===== config.mk =====
export PLATFORM = sky130hd
export DESIGN_NAME = instr_fetch_unit
export DESIGN_NICKNAME = d
export VERILOG_FILES = /design/src/rtl/instr_fetch_unit.sv
export SDC_FILE = /design/constraint.sdc
export NUM_CORES = 1
export LEC_CHECK = 0
export CORE_ASPECT_RATIO = 0.6
export CORE_MARGIN = 4
export CORE_UTILIZATION = 46
export DETAILED_ROUTE_END_ITERATION = 10
export PLACE_DENSITY = 0.81
export SYNTH_ARGS = -nofsm -noshare
export SYNTH_HDL_FRONTEND = slang
export SYNTH_SLANG_ARGS = --single-unit

===== constraint.sdc =====
create_clock -name clock -period 2.5 [get_ports clock]
set_clock_uncertainty 0.2 [all_clocks]
set_input_delay 0.5 -clock clock [delete_from_list [all_inputs] [get_ports clock]]
set_output_delay 0.5 -clock clock [all_outputs]
set_load 0.1 [all_outputs]

===== src/rtl/instr_fetch_unit.sv =====
// Instruction fetch responder: owns PC and IR, runs one req/ack read per ir_load,
// and flags timeouts and overlapping fetch requests with sticky status bits.
module instr_fetch_unit #(
  parameter int unsigned        ADDR_W   = 8,
  parameter logic [ADDR_W-1:0]  RESET_PC = '0,
  parameter int unsigned        TIMEOUT  = 15
) (
  input  logic              clock,
  input  logic              reset,
  input  logic              ir_load,
  input  logic              pc_load,
  input  logic              pc_set,
  input  logic [ADDR_W-1:0] pc_target,
  output logic              mem_req,
  output logic [ADDR_W-1:0] mem_addr,
  input  logic              mem_ack,
  input  logic [7:0]        mem_rdata,
  output logic [7:0]        ir,
  output logic              ir_valid,
  output logic              busy,
  output logic [ADDR_W-1:0] pc,
  output logic              fault,
  output logic              overrun
);

  localparam int unsigned CNT_W = 8;
  localparam logic [CNT_W-1:0] CNT_LAST = CNT_W'(TIMEOUT - 1);

  typedef enum logic [1:0] {
    IDLE = 2'd0,
    REQ  = 2'd1,
    DONE = 2'd2
  } state_t;

  state_t             state_q;
  state_t             state_d;
  logic [CNT_W-1:0]   cnt_q;
  logic [CNT_W-1:0]   cnt_d;
  logic               mem_req_d;
  logic [ADDR_W-1:0]  mem_addr_d;
  logic [7:0]         ir_d;
  logic               ir_valid_d;
  logic               fault_d;
  logic               overrun_d;
  logic [ADDR_W-1:0]  pc_d;

  // State register
  always_ff @(posedge clock or negedge reset) begin
    if (!reset) begin
      state_q <= IDLE;
    end else begin
      state_q <= state_d;
    end
  end

  // Next-state logic; ack takes precedence over an expiring counter
  always_comb begin
    state_d = state_q;
    case (state_q)
      IDLE:    if (ir_load) state_d = REQ;
      REQ:     if (mem_ack || (cnt_q == CNT_LAST)) state_d = DONE;
      DONE:    state_d = IDLE;
      default: state_d = IDLE;
    endcase
  end

  // Output / datapath next values
  always_comb begin
    mem_req_d  = mem_req;
    mem_addr_d = mem_addr;
    ir_d       = ir;
    ir_valid_d = 1'b0;
    fault_d    = fault;
    overrun_d  = overrun | (ir_load && (state_q != IDLE));
    cnt_d      = cnt_q;
    case (state_q)
      IDLE: begin
        if (ir_load) begin
          mem_req_d  = 1'b1;
          mem_addr_d = pc;
          cnt_d      = '0;
        end
      end
      REQ: begin
        if (mem_ack) begin
          ir_d       = mem_rdata;
          ir_valid_d = 1'b1;
          mem_req_d  = 1'b0;
        end else if (cnt_q == CNT_LAST) begin
          ir_d      = 8'h00;
          mem_req_d = 1'b0;
          fault_d   = 1'b1;
        end else begin
          cnt_d = cnt_q + CNT_W'(1);
        end
      end
      default: ;
    endcase
  end

  // PC update runs every cycle, independent of the fetch sequence
  always_comb begin
    pc_d = pc;
    if (pc_set) begin
      pc_d = pc_target;
    end else if (pc_load) begin
      pc_d = pc + ADDR_W'(1);
    end
  end

  always_ff @(posedge clock or negedge reset) begin
    if (!reset) begin
      cnt_q    <= '0;
      mem_req  <= 1'b0;
      mem_addr <= '0;
      ir       <= 8'h00;
      ir_valid <= 1'b0;
      busy     <= 1'b0;
      pc       <= RESET_PC;
      fault    <= 1'b0;
      overrun  <= 1'b0;
    end else begin
      cnt_q    <= cnt_d;
      mem_req  <= mem_req_d;
      mem_addr <= mem_addr_d;
      ir       <= ir_d;
      ir_valid <= ir_valid_d;
      busy     <= (state_d != IDLE);
      pc       <= pc_d;
      fault    <= fault_d;
      overrun  <= overrun_d;
    end
  end

endmodule


### After elaboration in Yosys (flattened, before gate mapping)

Cells that the tools add are included.

* word-level logic and storage cells: 50
* flip-flop bits (word level): 39
* output and inout bits: 29

* add/subtract/negate cells: 2
* multiplexer cells: 17
* bitwise operators: 2
* reduce and logical (&&, ||, !) cells: 13
* eq/ne operators: 6

Operator list (number)
* 2-to-1 mux 8 bit: 7
* adder 8 x 1 -> 8 bit, second input constant: 2
* case mux 8 bit (2 select lines): 1
* nonzero test 2 bit: 5
* equality test 8 x 4 -> 1 bit, second input constant: 1
* inequality test 2 bit, second input constant: 3
* AND reduction 3 bit: 2
* 2-to-1 mux 1 bit: 5
* 2-to-1 mux 2 bit: 2
* case mux 2 bit (2 select lines): 1
* AND reduction 2 bit: 2
* AND reduction 4 bit: 1
* inequality test 3 bit, second input constant: 1
* equality test 2 x 1 -> 1 bit, second input constant: 1
* logical NOT 2 bit: 1
* case mux 1 bit (2 select lines): 1
* logical AND 1 bit: 1
* logical OR 1 bit: 1
* inverter 1 bit: 1
* bitwise OR 1 bit: 1

### Longest topological paths before layout

Gate-level depths: netlist of run 1.

* word-level depth: 5
* mapped depth: 7
* depth with buffers taken out: 6

### Least setup slack after synthesis of run 1

No wires, ideal clock.

* kind: flip-flop to flip-flop
* from: register pc[0]
* to: register pc[7]
* period minus slack after synthesis: 2007 ps
* required time: 2217 ps
* cell stages (with the launch flop): 5
* arrival time: 1724 ps
* setup slack: 493 ps
* path through: dfrtp_1 -> and3_1 -> nand4_1 -> xor2_1 -> o21ai_0

* longest elaborated chain between the ends: 3

RTL lines
* start: declaration: RTL line 21 `output logic [ADDR_W-1:0] pc,`
* start signal: assignment: RTL line 129 `pc <= pc_d;`
* adder 8 x 1 -> 8 bit: RTL line 107 `pc_d = pc + ADDR_W'(1);`
* 2-to-1 mux 8 bit: RTL line 106 `end else if (pc_load) begin`
* 2-to-1 mux 8 bit: RTL line 104 `if (pc_set) begin`

Every way passes these cells. The select of a mux whose other input is x is not followed.
A chain may end at the register's enable or synchronous reset.

### Worst setup path in the final report of run 1

* from: register cnt_q[0]
* to: register cnt_q[3]

* longest elaborated chain between the ends: 4
* elaborated cells between the ends (all ways): 7

RTL lines
* start: declaration: RTL line 37 `logic [CNT_W-1:0] cnt_q;`
* start signal: assignment: RTL line 123 `cnt_q <= cnt_d;`
* adder 8 x 1 -> 8 bit: RTL line 94 `cnt_d = cnt_q + CNT_W'(1);`
* 2-to-1 mux 8 bit: RTL line 89 `end else if (cnt_q == CNT_LAST) begin`
* 2-to-1 mux 8 bit: RTL line 85 `if (mem_ack) begin`
* case mux 8 bit (2 select lines): RTL line 76 `case (state_q)`

Parallel ways exist; a longest one is shown, timed or not. The select of a mux whose other input is x is not followed.

==> flow_summary.json, run 1 <==
{
  "worstMarginPinSlew_ns": 0.850,
  "crit_path_top_delay_cell": "dfrtp_1",
  "final-max-slew-violation-count": 0,
  "crit_fanout": 12,
  "grtUsageTotal_pct": 18.9,
  "ctsHtreeMaxLevel": 2,
  "crit_chain": "inv_1, ha_1, nand4b_2, o41ai_4, buf_4, nor3_1, a211o_1",
  "synthArstFlopShare_pct": 100,
  "synth_cells": 164,
  "netlist_area_um2": 1730,
  "cts_resized": 0,
  "yosysUniqueCellTypes": 33,
  "grt_pass1_wl_mm": 7.11,
  "drtPass1Iterations": 4,
  "cap_violations": 0,
  "drt-initial-drc-count": 93,
  "syn_nets": 189,
  "n_fill_cell": 255,
  "synth_fa_ha_area_share_pct": 2.17,
  "hold_viol_final": 0,
  "maxSlewHeadroom_pct": 43.3,
  "critical_path_arrival_ns": 1.99,
  "clock-sinks": 39,
  "synth_compound_area_share_pct": 12.5,
  "fmax_mhz": 500,
  "path_clk_slew_ns": 0.08,
  "fin_crit_ns": 2.00,
  "grt_pass1_vias": 1500,
  "postCtsSetupBuffers": 0,
  "ctsHoldBuffers": 0,
  "ys_ff_latch": 39,
  "layout-drive-gt1-share_pct": 21.7,
  "cp_num_buf_inv": 2,
  "muxShareOfSynthArea_pct": 0.579,
  "tns_ns": 0,
  "die_w_um": 87.1,
  "core_um2": 3420,
  "cp-start-kind": "flip-flop",
  "synthXorXnorAreaFrac_pct": 4.56,
  "synth_common_cells": "40 x nand2_1, 39 x dfrtp_1, 11 x o21ai_0, 8 x a22o_1, 8 x nand3_1",
  "p_leak_uw": 0.00112,
  "ys_seq_area_share_pct": 56.5,
  "hp-class": "in -> async",
  "status": "completed",
  "yosys_warnings": 0,
  "antenna_left": 0,
  "final_net_count": 245,
  "ir_worst_vdd_mv": 0.939,
  "place_hpwl_mm": 3.04,
  "synth_flop_cell": "dfrtp_1",
  "drc_errors": 0,
  "synth.area.top_cells": "dfrtp_1 56%, nand2_1 8.7%, a22o_1 4.1%, o21ai_0 3.2%, xor2_1 3.0%",
  "initial_core_util_pct": 50.5,
  "cts_buffers": 5,
  "num_antenna_cells": 0,
  "avgSynthCellArea_um2": 10.5,
  "critPathMaxStageDelay_ns": 0.43,
  "worstSetupPathType": "reg -> reg",
  "port_buffers": 50,
  "post-route-period-util_pct": 80.0,
  "pin_count": 51,
  "rows": 16,
  "grt.overflow.total": 0,
  "setup_viol": 0,
  "grt_max_degree": 40,
  "synth.most_common_cell": "nand2_1",
  "cts-root-buf": "clkbuf_8",
  "syn_to_final_growth_pct": 33.7,
  "rsz0062_at_grt": "no",
  "die_height_um": 55.5,
  "cts_buffer_depth": 2,
  "required_ns": 2.49,
  "viasPerCell": 5.33,
  "vias": 1418,
  "yosys.area_share.simple_pct": 21.3,
  "cts_tree": "done",
  "netlist.area_leader.share_pct": 56.5,
  "worstSetupEndpointType": "flip-flop",
  "clk_latency_ns": 0.29,
  "place_ws_ns": 0.185,
  "synth_top_cell_by_area": "dfrtp_1",
  "setup_slack_ns": 0.500,
  "power_density_nw_per_um2": 1340,
  "gp_congestion": 0.823,
  "antenna_found_initial": 0,
  "crit_family": "compound AO/OA/AOI/OAI gates",
  "routed_wl_mm": 4.14,
  "design.die.area_um2": 4830,
  "synth-edff-count": 0,
  "wl_per_cell_um": 15.6,
  "synth_top_family_by_area": "simple AND/OR/NAND/NOR gates"
}
[cells in the final DEF, fill, tap and decap left out, types with 3 or more instances in the layout]
| master | synthesis | routed |
|---|---|---|
| nand4_1 | 3 | 3 |
| dfrtp_1 | 39 | 39 |
| ha_1 | 3 | 3 |
| xnor2_1 | 3 | 3 |
| nand2b_1 | 3 | 3 |
| clkdlybuf4s50_1 | 0 | 20 |
| clkbuf_8 | 0 | 6 |
| buf_4 | 0 | 33 |
| and2_1 | 3 | 3 |
| nand2_1 | 40 | 40 |
| nor2_1 | 4 | 4 |
| xor2_1 | 6 | 6 |
| a22o_1 | 8 | 8 |
| nand3_1 | 8 | 8 |
| inv_1 | 4 | 4 |
| and3_1 | 3 | 3 |
| o21ai_0 | 11 | 11 |
[path summary, 6_finish.rpt]
kind | cells after the start | to | startpoint | slack (ns)
min reg2reg | 1 | overrun | overrun | 0.27
max in group asynchronous | 1 | fault | reset | 1.45
min | 1 | ir[0] | reset | 0.10
max reg2reg | 7 | cnt_q[3] | cnt_q[0] | 0.50
max | 7 | cnt_q[3] | cnt_q[0] | 0.50
min in group clock | 1 | overrun | overrun | 0.27
[layout make-up]
class,count,area [um2],area share (%)
flip-flops and latches,39,976,42.3
clock buffers,6,82.6,3.58
multi-input cells,116,711,30.8
clock inverters,2,16.3,0.704
well taps,45,56.3,2.44
repair buffers,54,453,19.6
inverters,4,15.0,0.650
[logic make-up (layout without fill, tap and decap cells)]
logic type	Yosys count	count (layout)
xor+xnor	9	9
fa+ha+maj	3	3
flops	39	39
compound gates	29	29
buf+inv	9	66
mux	1	1
simple gates	74	74
[per-stage QoR]
| step | cells | utilization, % | hold slack [ns] | instance area (um2) | total power, uW |
|---|---|---|---|---|---|
| floorplan | 164 | - | 0.00441 | 1730 | 2250 |
| global placement | 258 | 64.6 | 0.252 | 2210 | 2620 |
| detailed placement | 258 | 64.6 | 0.254 | 2210 | 2660 |
| CTS | 266 | 67.5 | 0.127 | 2310 | 3120 |
| global route | 266 | 67.5 | 0.185 | 2310 | 3220 |
| finish | 266 | 67.5 | 0.104 | 2310 | 3100 |
[metal layers]
| layer | GRT usage (%) | wire (um) |
|---|---|---|
| met5 | 0 | 0 |
| met4 | 7.66 | 61 |
| met3 | 6.09 | 251 |
| met2 | 29.3 | 1940 |
| met1 | 24.4 | 1880 |
[flip-flops by register name, summed over array words and instances, names as in the netlist]
name and flops:
busy 1, cnt_q 8, fault 1, ir 8
ir_valid 1, mem_addr 8, mem_req 1, overrun 1
pc 8, state_q 2
[where the power goes]
part           switching [uW]  leakage (uW)  internal, uW  total, uW
registers                 135      0.000491           801        936
clock network             229     0.0000474           225        454
logic                    1350      0.000585           360       1710
Note: power is estimated with default switching activity, not from simulation.
==> inputs of run 2 (changes only) <==
- clock period: 2.5 -> 2 ns (I/O delays scaled with it)
==> run 2 against run 1 <==
Effect of this change:
- final cell count increased by 3.8%
- clock-buffer cell count unchanged
- non-clock buffer count increased by 10
- global-route usage increased by 1.5 points
- design area increased by 21%
- die area unchanged
- first-iteration DRC count increased by 2.2%
- clock power increased by 52%
- critical path depth unchanged
- flip-flop and latch count unchanged
- routed wire length increased by 11%
- sequential power increased by 35%
- critical path type unchanged
==> flow_summary.json, run 2 (same netlist as run 1, synthesis figures left out) <==
{
  "status": "completed",
  "num_antenna_cells": 0,
  "clock-sinks": 39,
  "wl_per_cell_um": 16.7,
  "hold_viol_final": 0,
  "fin_crit_ns": 1.96,
  "die_w_um": 87.1,
  "viasPerCell": 5.33,
  "fmax_mhz": 509,
  "place_hpwl_mm": 3.47,
  "cap_violations": 0,
  "core_um2": 3420,
  "grt_pass1_vias": 1548,
  "clkPwrFrac_pct": 14.8,
  "port_buffers": 50,
  "endpoint": "cnt_q[3]",
  "die_height_um": 55.5,
  "worstMarginPinSlew_ns": 0.658,
  "rrSetupSlack_ns": 0.04,
  "required_ns": 1.98,
  "pin_count": 51,
  "ctsHtreeMaxLevel": 2,
  "layout_commonest_cell": "nand2_1",
  "seqPwrFrac_pct": 27.1,
  "rows": 16,
  "grt.overflow.total": 0,
  "setup_viol": 0,
  "syn_to_final_growth_pct": 61.1,
  "hp-class": "reg -> reg",
  "power_frac_comb_pct": 58.1,
  "cts-root-buf": "clkbuf_8",
  "n_fill_cell": 181,
  "p_int_uw": 2370,
  "cts_tree": "done",
  "place_area_um2": 2620,
  "crit_fanout": 5,
  "worstSetupEndpointType": "flip-flop",
  "reg2reg_from": "cnt_q[0]",
  "layout-drive-gt1-share_pct": 26.4,
  "post-route-util_pct": 81.3,
  "final_net_count": 255,
  "total_power_uw": 4650,
  "antenna_left": 0,
  "p_leak_uw": 0.00131,
  "worstSetupPathType": "reg -> reg",
  "r2r-end": "cnt_q[3]",
  "layout_common_cells": "40 x nand2_1, 36 x dfrtp_1, 29 x buf_12",
  "antenna_found_initial": 0,
  "cts_buffers": 5,
  "path_clk_slew_ns": 0.08,
  "maxSlewHeadroom_pct": 56.1,
  "gp_congestion": 0.816,
  "design.die.area_um2": 4830,
  "critical_path_arrival_ns": 1.95,
  "rsz0062_at_grt": "yes",
  "power_density_nw_per_um2": 1670,
  "final-max-slew-violation-count": 0,
  "post-route-period-util_pct": 98.2,
  "cts_buffer_depth": 2,
  "swShare_pct": 48.9,
  "clk_latency_ns": 0.30,
  "min_from": "overrun",
  "seqCellArea_um2": 980,
  "grt_max_degree": 31,
  "initial_core_util_pct": 50.5,
  "critPathLaunch": "cnt_q[0]",
  "multi_input_area_um2": 722,
  "vias": 1472,
  "final_area_um2": 2780,
  "grtUsageTotal_pct": 20.4,
  "drt-initial-drc-count": 95,
  "drc_errors": 0,
  "reg2regPathDepth": 7,
  "ir_worst_vdd_mv": 1.42,
  "routed_wl_mm": 4.61,
  "grt_pass1_wl_mm": 7.67,
  "cp-start-kind": "flip-flop",
  "p_switching_uw": 2280,
  "drtPass1Iterations": 4
}
[run 2: what timing repair did]
item | CTS | global route
hold buffers | 1 | 0
buffers inserted | 0 | 3
resized for setup | 0 | 2
setup endpoints to repair | 0 | 2
hold endpoints to repair | 28 | 0
[run 2: power groups by stage]
| stage | sequential [uW] | clock (uW) | combinational, uW |
|---|---|---|---|
| after CTS | 1260 | 701 | 2680 |
| after global routing | 1290 | 736 | 2790 |
| after floorplan | 2500 | 0 | 312 |
| final | 1260 | 689 | 2700 |
| after detailed placement | 1270 | 0 | 2670 |
| after global placement | 1260 | 0 | 2640 |
[run 2: final cells by class]
class | count | share of cell area, %
timing repair buffer | 64 | 32.1
clock inverter | 2 | 1.26
clock buffer | 6 | 2.97
inverter | 4 | 0.539
tap | 45 | 2.02
sequential | 39 | 35.2
multi-input combinational | 116 | 25.9
[run 2: per-layer routing]
metal / global-route usage (%) / wire length, um / share of wire [%]
met5: 0 / 0 / 0
met4: 7.66 / 68 / 1.5
met3: 7.28 / 377 / 8.2
met2: 30.9 / 2220 / 48
met1: 26.7 / 1950 / 42
[run 2: worst max-delay path: stages, from the launching register on]
cell and delay [ns]:
dfrtp_1 0.39, inv_1 0.07, ha_2 0.20, nand4b_4 0.13
o41ai_4 0.35, buf_4 0.21, nor3_1 0.07, a211o_1 0.25
[run 2: worst min path at each step]
stage / endpoint / cells after the start
final: overrun / 1
after floorplan: busy / 0
after global routing: overrun / 1
after global placement: ir[4] / 1
after detailed placement: overrun / 1
after CTS: overrun / 1
[run 2: metrics by stage]
stage,hold slack (ns),cells,setup TNS (ns),worst slack (ns)
6_report,0.342,276,0,0.0356
2_1_floorplan,-0.0956,164,0,0.00689
3_3_place_gp,0.256,264,-0.303,-0.0945
3_5_place_dp,0.261,264,-1.12,-0.224
4_1_cts,0.353,273,0,0.0742
5_1_grt,0.370,276,-0.0252,-0.0194
